File: src/rtl/execute_cc_stage.sv
// execute_cc_stage: Y86-64 execute control, condition codes and E/M pipeline register
module execute_cc_stage #(
  parameter int W          = 64,
  parameter int STACK_STEP = 8
) (
  input  logic         clk,
  input  logic         rst,
  input  logic [2:0]   e_stat,
  input  logic [3:0]   e_icode,
  input  logic [3:0]   e_ifun,
  input  logic [W-1:0] e_valA,
  input  logic [W-1:0] e_valB,
  input  logic [W-1:0] e_valC,
  input  logic [3:0]   e_dstE,
  input  logic [3:0]   e_dstM,
  input  logic         cc_en,
  input  logic         stall,
  input  logic         bubble,
  output logic [W-1:0] alu_a,
  output logic [W-1:0] alu_b,
  output logic [3:0]   alu_fn,
  input  logic [W-1:0] alu_vale,
  input  logic         alu_car,
  output logic         e_cnd,
  output logic         cc_zf,
  output logic         cc_sf,
  output logic         cc_of,
  output logic         cc_cf,
  output logic [2:0]   m_stat,
  output logic [3:0]   m_icode,
  output logic         m_cnd,
  output logic [W-1:0] m_valE,
  output logic [W-1:0] m_valA,
  output logic [3:0]   m_dstE,
  output logic [3:0]   m_dstM
);
  localparam logic [3:0] I_NOP = 4'h1, I_CMOV = 4'h2, I_IRMOV = 4'h3, I_RMMOV = 4'h4,
                         I_MRMOV = 4'h5, I_OPQ = 4'h6, I_JXX = 4'h7, I_CALL = 4'h8,
                         I_RET = 4'h9, I_PUSH = 4'hA, I_POP = 4'hB;
  localparam logic [W-1:0] STEP = W'(STACK_STEP);
  logic         w_sa, w_sb, w_sr, w_of, w_cf, w_lt, w_cc_we;
  logic [3:0]   w_dstE;
  always_comb begin
    alu_a  = '0;
    alu_b  = '0;
    alu_fn = 4'h0;
    case (e_icode)
      I_OPQ: begin
        alu_a  = e_valB;
        alu_b  = e_valA;
        alu_fn = (e_ifun > 4'h3) ? 4'h0 : e_ifun;
      end
      I_CMOV:           alu_a = e_valA;
      I_IRMOV:          alu_a = e_valC;
      I_RMMOV, I_MRMOV: begin
        alu_a = e_valB;
        alu_b = e_valC;
      end
      I_CALL, I_PUSH: begin
        alu_a = e_valB;
        alu_b = -STEP;
      end
      I_RET, I_POP: begin
        alu_a = e_valB;
        alu_b = STEP;
      end
      default: ;
    endcase
  end
  // overflow is judged against the operands actually presented to the ALU
  assign w_sa = alu_a[W-1];
  assign w_sb = alu_b[W-1];
  assign w_sr = alu_vale[W-1];
  assign w_of = (alu_fn == 4'h0) ? (w_sa == w_sb) && (w_sr != w_sa) :
                (alu_fn == 4'h1) ? (w_sa != w_sb) && (w_sr != w_sa) : 1'b0;
  assign w_cf = (alu_fn < 4'h2) ? alu_car : 1'b0;
  assign w_cc_we = (e_icode == I_OPQ) && cc_en && !stall;
  assign w_lt = cc_sf ^ cc_of;
  always_comb begin
    e_cnd = 1'b0;
    if (e_icode == I_CMOV || e_icode == I_JXX)
      case (e_ifun)
        4'h0:    e_cnd = 1'b1;
        4'h1:    e_cnd = w_lt | cc_zf;
        4'h2:    e_cnd = w_lt;
        4'h3:    e_cnd = cc_zf;
        4'h4:    e_cnd = !cc_zf;
        4'h5:    e_cnd = !w_lt;
        4'h6:    e_cnd = !w_lt && !cc_zf;
        default: e_cnd = 1'b0;
      endcase
  end
  assign w_dstE = (e_icode == I_CMOV && !e_cnd) ? 4'hF : e_dstE;
  always_ff @(posedge clk) begin
    if (rst) begin
      cc_zf <= 1'b1;
      cc_sf <= 1'b0;
      cc_of <= 1'b0;
      cc_cf <= 1'b0;
    end else if (w_cc_we) begin
      cc_zf <= (alu_vale == '0);
      cc_sf <= w_sr;
      cc_of <= w_of;
      cc_cf <= w_cf;
    end
  end
  // bubble outranks stall so a flushed slot never holds a stale instruction
  always_ff @(posedge clk) begin
    if (rst || bubble) begin
      m_stat  <= 3'd1;
      m_icode <= I_NOP;
      m_cnd   <= 1'b0;
      m_valE  <= '0;
      m_valA  <= '0;
      m_dstE  <= 4'hF;
      m_dstM  <= 4'hF;
    end else if (!stall) begin
      m_stat  <= e_stat;
      m_icode <= e_icode;
      m_cnd   <= e_cnd;
      m_valE  <= alu_vale;
      m_valA  <= e_valA;
      m_dstE  <= w_dstE;
      m_dstM  <= e_dstM;
    end
  end
endmodule

File: config.mk
export PLATFORM = sky130hd
export DESIGN_NAME = execute_cc_stage
export DESIGN_NICKNAME = d
export VERILOG_FILES = /design/src/rtl/execute_cc_stage.sv
export SDC_FILE = /design/constraint.sdc
export NUM_CORES = 1
export LEC_CHECK = 0
export ABC_CLOCK_PERIOD_IN_PS = 2400
export CORE_AREA = 2 2 219 221
export CTS_CLUSTER_SIZE = 24
export DETAILED_ROUTE_END_ITERATION = 16
export DIE_AREA = 0 0 221 223
export SYNTH_ARGS = -nofsm -noshare
export SYNTH_HDL_FRONTEND = slang
export SYNTH_SLANG_ARGS = --single-unit
File: constraint.sdc
create_clock -name clk -period 2.4 [get_ports clk]
set_clock_uncertainty 0.15 [all_clocks]
set_input_delay 0.48 -clock clk [delete_from_list [all_inputs] [get_ports clk]]
set_output_delay 0.48 -clock clk [all_outputs]
set_load 0.005 [all_outputs]
==> results.cfg, run 1 <==
[clocking]
path_clk_slew_ps = 60
clock_latency_ps = 440
cts_buffers = 17
cts_hold_buf = 0
cts_buffer_depth = 2
cts_sinks = 148
root_buffer = clkbuf_16
htree_num_levels = 4
cts_tree = done

[final_layout]
area_growth_pct = 113
fin_util = 0.341
fin_nets = 1807
fillers = 4912
drive_gt1_frac = 0.268

[hold_path]
hp-start = e_valA[3]
whs_path_depth = 3
hp-class = input port to flop
min_to = m_valA[3]

[synth]
syn_inst = 831
seq_area_frac_synth = 0.393
synth_edf_count = 0
synth_cell_types = 40
synth-main-ff-cell = dfxtp_1
syn_avg_cell_area_um2 = 9.06
synth-seq-cells = 148
async_flop_share = 0
ys_warn_count = 0
syn_area_mm2 = 0.00753

[setup_path]
crit_fanout = 6
slowest_delay_ps = 320
crit_chain = buf_8, buf_6, nor3b_4, buf_6, buf_16, buf_12, buf_6, a221o_1, buf_2
cp_top_family = buffers and inverters
start_kind = input port
reg2reg_depth = 7
end_kind = primary output
crit_buf_inv = 7
cp_common_cell = buf_6
r2r_slack_ps = 420
criticalPathCategory = input port to primary output
r2r_end = m_dstE[3]
r2r_start = cc_zf
cpMaxStageDelayCell = a221o_1
cp.required_ps = 1770
cp_data_arrival_time_ps = 1850

[floorplan]
coreArea_mm2 = 0.0471
dieArea_mm2 = 0.0493
io_pins = 562
start_util = 0.160
die_w_um = 221
fp-row-count = 80
die_h_um = 223

[placement]
io_buffer_count = 559
gp_congestion = 0.898
pre_cts_ws_ps = -1050
hpwl_mm = 33.3

[power_and_ir_drop]
powerDensity_mw_per_mm2 = 464
leakage_uw = 0.00706
ir_worst_vdd_mv = 0.480

[sta]
hold_viol_final = 0
fin_ws_ps = -76.7
finalSetupTns_ps = -542
setup_viol = 28
min_period_over_period = 1.03
fin_crit_ps = 2480
hold_slack_ps = 175
rsz0062_at_grt = yes
slew_headroom = 0.661
fmax_mhz = 404
drv_slew = 0
worst_pin_slew_ps = 505

[routing]
wl_met1_mm = 18.2
first_pass_iters = 5
wl_mm = 45.7
highest_layer = met4
ant_nets = 0
wl_per_cell_um = 21.2
met3_wirelength_mm = 3.18
drt_iter0_drc = 381
drc_errors = 0
wl_met2_mm = 22.6
num_vias = 9388
vias_per_cell = 4.36

[status]
violations = setup timing
status = finished with violations

[grt]
gr-usage-all-layers = 0.179
grt_max_degree = 54
grt_pass1_vias = 9601
antenna_found_initial = 2
grt_pass1_wl_mm = 65.1
grt_overflow = 0

[run]
maxCapViolCount = 0
-- registers in the layout, indices dropped and copies added (netlist names) --
signal	flops
cc_cf	1
cc_of	1
cc_sf	1
cc_zf	1
m_cnd	1
m_dstE	4
m_dstM	4
m_icode	4
m_stat	3
m_valA	64
m_valE	64
-- power breakdown --
| part | switching, uW | leakage, uW | internal [uW] |
|---|---|---|---|
| clock | 1140 | 0.000284 | 1590 |
| combinational | 888 | 0.00557 | 1250 |
| sequential | 43.7 | 0.00121 | 2540 |
-- cell type report --
cell class / count / area, um^2 / area share
clock inverters: 11 / 125 / 0.00779
clock buffers: 21 / 460 / 0.0287
repair buffers: 750 / 7190 / 0.448
flip-flops and latches: 148 / 2960 / 0.185
multi-input cells: 607 / 4540 / 0.282
diodes: 1 / 2.50 / 0.000156
well taps: 615 / 769 / 0.0479
inverters: 2 / 7.51 / 0.000468
-- stage by stage --
| stage | total power [uW] | instances | instance area (um^2) |
|---|---|---|---|
| CTS | 7560 | 2153 | 16000 |
| global route | 7780 | 2154 | 16100 |
| detailed placement | 4630 | 2074 | 14900 |
| floorplan | 3220 | 832 | 7530 |
| global placement | 4620 | 2074 | 14900 |
| finish | 7450 | 2155 | 16100 |
-- placed cells by master (no fill, tap or decap), drive strengths merged, types with 16 or more instances in the layout --
cell type	count
nor2	141
dfxtp	148
buf	309
clkbuf	36
o21ai	65
nand2	70
mux2i	206
a221o	60
nor4	16
clkdlybuf4s50	418
-- Yosys cell counts, types with 2 or more instances --
library cell  number  area share
a22o_1             3      0.0035
nand4_1            5      0.0042
clkbuf_1          55       0.027
buf_1              8      0.0040
buf_4              4      0.0040
nor3b_1            3      0.0030
inv_1              2      0.0010
and3_1             2      0.0017
nand2b_1           4      0.0033
buf_2              7      0.0047
xnor2_1            3      0.0035
mux2i_1          206        0.27
nor2_1           141       0.070
dfxtp_1          148        0.39
o21ai_0           64       0.043
o31ai_1            2      0.0020
nand2_1           70       0.035
a21oi_1            5      0.0033
a221o_1           60       0.080
o22a_1             4      0.0047
nor4_1            16       0.013
-- logic make-up (layout without fill, tap and decap cells) --
group,after synthesis,count (layout),share of synthesized area
AOI/OAI and AO/OA,142,142,0.140
xor gates and xnor gates,3,3,0.00349
buffers and inverters,77,784,0.0425
DFF,148,148,0.393
muxes,206,206,0.274
other,1,3,0.000498
and+or+nand+nor,254,254,0.146
-- per-layer routing --
layer | track usage | up-vias
met5 | 0 | -
met3 | 0.0508 | 72
met2 | 0.313 | 480
li1 | - | 4403
met1 | 0.204 | 4433
met4 | 0.0736 | 0
-- worst reg2reg max path: cells and delay by family, from the launching register on --
family	cells	cell delay, ps
AO/OA/AOI/OAI	4	920
buffers and inverters	2	320
flip-flops	1	350
AND/OR/NAND/NOR	1	170
-- how the worst max path moves through the flow --
stage	start	endpoint	slack [ps]	cells after the start
2_1_floorplan	e_icode[0]	alu_b[52]	90	5
3_3_place_gp	e_icode[1]	alu_a[0]	-1080	5
3_5_place_dp	e_icode[1]	alu_a[0]	-1050	5
4_1_cts	e_icode[2]	alu_b[62]	-100	9
5_1_grt	e_icode[3]	alu_b[1]	-130	10
6_report	e_icode[2]	alu_b[62]	-80	9
-- what timing repair did --
action                                  CTS  global route
gates resized for setup                 643            69
setup buffers                            37             4
cloned                                   13             1
pin swaps                                35            42
endpoints found under the setup margin  132           103
Note: power is estimated with default switching activity, not from simulation.
==> run 2: changes to the inputs <==
--- a/config.mk
+++ b/config.mk
@@ -7,6 +7,7 @@
 export LEC_CHECK = 0
 export ABC_CLOCK_PERIOD_IN_PS = 2400
 export CORE_AREA = 2 2 219 221
+export CTS_BUF_LIST = sky130_fd_sc_hd__clkbuf_16
 export CTS_CLUSTER_SIZE = 24
 export DETAILED_ROUTE_END_ITERATION = 16
 export DIE_AREA = 0 0 221 223
==> results.cfg, run 2 (synthesis gave the netlist of run 1 again) <==
[routing]
wl_mm = 45.7
drt_iter0_drc = 381
vias_per_cell = 4.36
ant_nets = 0
wl_met1_mm = 18.2
first_pass_iters = 5
met3_wirelength_mm = 3.18
wl_per_cell_um = 21.2
drc_errors = 0
num_vias = 9388
highest_layer = met4
wl_met2_mm = 22.6

[clocking]
cts_tree = done
cts_hold_buf = 0
htree_num_levels = 4
root_buffer = clkbuf_16
clock_latency_ps = 440
cts_sinks = 148
path_clk_slew_ps = 60
cts_buffers = 17
cts_buffer_depth = 2

[power_and_ir_drop]
clockPowerShare = 0.361
leakage_uw = 0.00706
total_power_uw = 7380
ir_worst_vdd_mv = 0.481
switching_power_uw = 2070
power_frac_comb = 0.290
swShare = 0.281
power.internal_uw = 5300
seq_power_share = 0.350
powerDensity_mw_per_mm2 = 460

[setup_path]
criticalPathCategory = input port to primary output
cp.required_ps = 1770
crit_fanout = 6
cp_data_arrival_time_ps = 1850
cp_common_cell = buf_6
end_kind = primary output
slowest_delay_ps = 320
cpMaxStageDelayCell = a221o_1
crit_chain = buf_8, buf_6, nor3b_4, buf_6, buf_16, buf_12, buf_6, a221o_1, buf_2
start_kind = input port

[sta]
fin_crit_ps = 2480
min_period_over_period = 1.03
fin_ws_ps = -76.7
worst_pin_slew_ps = 505
fmax_mhz = 404
hold_viol_final = 0
finalSetupTns_ps = -540
rsz0062_at_grt = yes
setup_viol = 28
drv_slew = 0
slew_headroom = 0.661

[grt]
grt_max_degree = 54
grt_pass1_wl_mm = 65.1
antenna_found_initial = 2
grt_overflow = 0
gr-usage-all-layers = 0.179
grt_pass1_vias = 9601

[hold_path]
hp-class = input port to flop

[status]
violations = setup timing
status = finished with violations

[floorplan]
coreArea_mm2 = 0.0471
io_pins = 562
die_h_um = 223
die_w_um = 221
dieArea_mm2 = 0.0493
start_util = 0.160
fp-row-count = 80

[placement]
io_buffer_count = 559
gp_congestion = 0.898
placed_cell_area_mm2 = 0.0149
hpwl_mm = 33.3
numPlacedInstances = 2074

[final_layout]
final_area_mm2 = 0.0160
layout_commonest_cell = clkdlybuf4s50_1
layoutNonFillerInstCount = 2155
reg_top3 = m_valA: 64 flops, m_valE: 64 flops
fin_util = 0.340
layout_common_cells = 418 x clkdlybuf4s50_1, 204 x mux2i_1, 148 x dfxtp_1, 140 x nor2_1, 117 x buf_4
drive_gt1_frac = 0.266
area_growth_pct = 113
fin_nets = 1807

[run]
maxCapViolCount = 0
[run 2: metal layers]
layer | global-route usage | vias up
met1 | 0.204 | 4430
met5 | 0 | -
li1 | - | 4404
met3 | 0.0508 | 72
met2 | 0.313 | 482
met4 | 0.0736 | 0
[run 2: path summary, 6_finish.rpt]
kind / cells past startpoint / from / slack, ps / end
max reg2reg: 7 / cc_zf / 420 / m_dstE[3]
min reg2reg: 2 / m_dstM[2] / 330 / m_dstM[2]
min: 3 / e_valA[3] / 170 / m_valA[3]
max: 9 / e_icode[2] / -80 / alu_b[62]
[run 2: final cells by class]
| type | count | area, um^2 |
|---|---|---|
| Tap cell | 615 | 769 |
| Timing Repair Buffer | 750 | 7190 |
| Clock buffer | 17 | 425 |
| Inverter | 2 | 7.51 |
| Clock inverter | 15 | 140 |
| Fill cell | 4914 | 31100 |
| Antenna cell | 1 | 2.50 |
| Sequential cell | 148 | 2960 |
| Multi-Input combinational cell | 607 | 4540 |
[run 2: power by group through the flow]
stage	clock network (uW)	logic [uW]	registers, uW
finish	2660	2140	2580
global route	2850	2260	2590
CTS	2770	2130	2580
detailed placement	0	2000	2630
global placement	0	1990	2630
floorplan	0	582	2640
[run 2: worst max-delay path, delay by kind of cell]
kind	cells	cell delay (ps)
buf+inv	7	880
compound gates	1	320
simple gates	1	150
[run 2: what timing repair did]
action,4_1_cts,5_1_grt
cloned,13,1
buffers inserted,37,4
setup endpoints to repair,132,103
pin swaps,35,42
resized for setup,643,69
[run 2: metrics by stage]
stage                     hold slack (ps)  worst slack (ps)
after floorplan                       320              93.7
after global placement                306             -1080
after detailed placement              312             -1050
after CTS                             203              -100
after global routing                  194              -127
final                                 174             -76.7
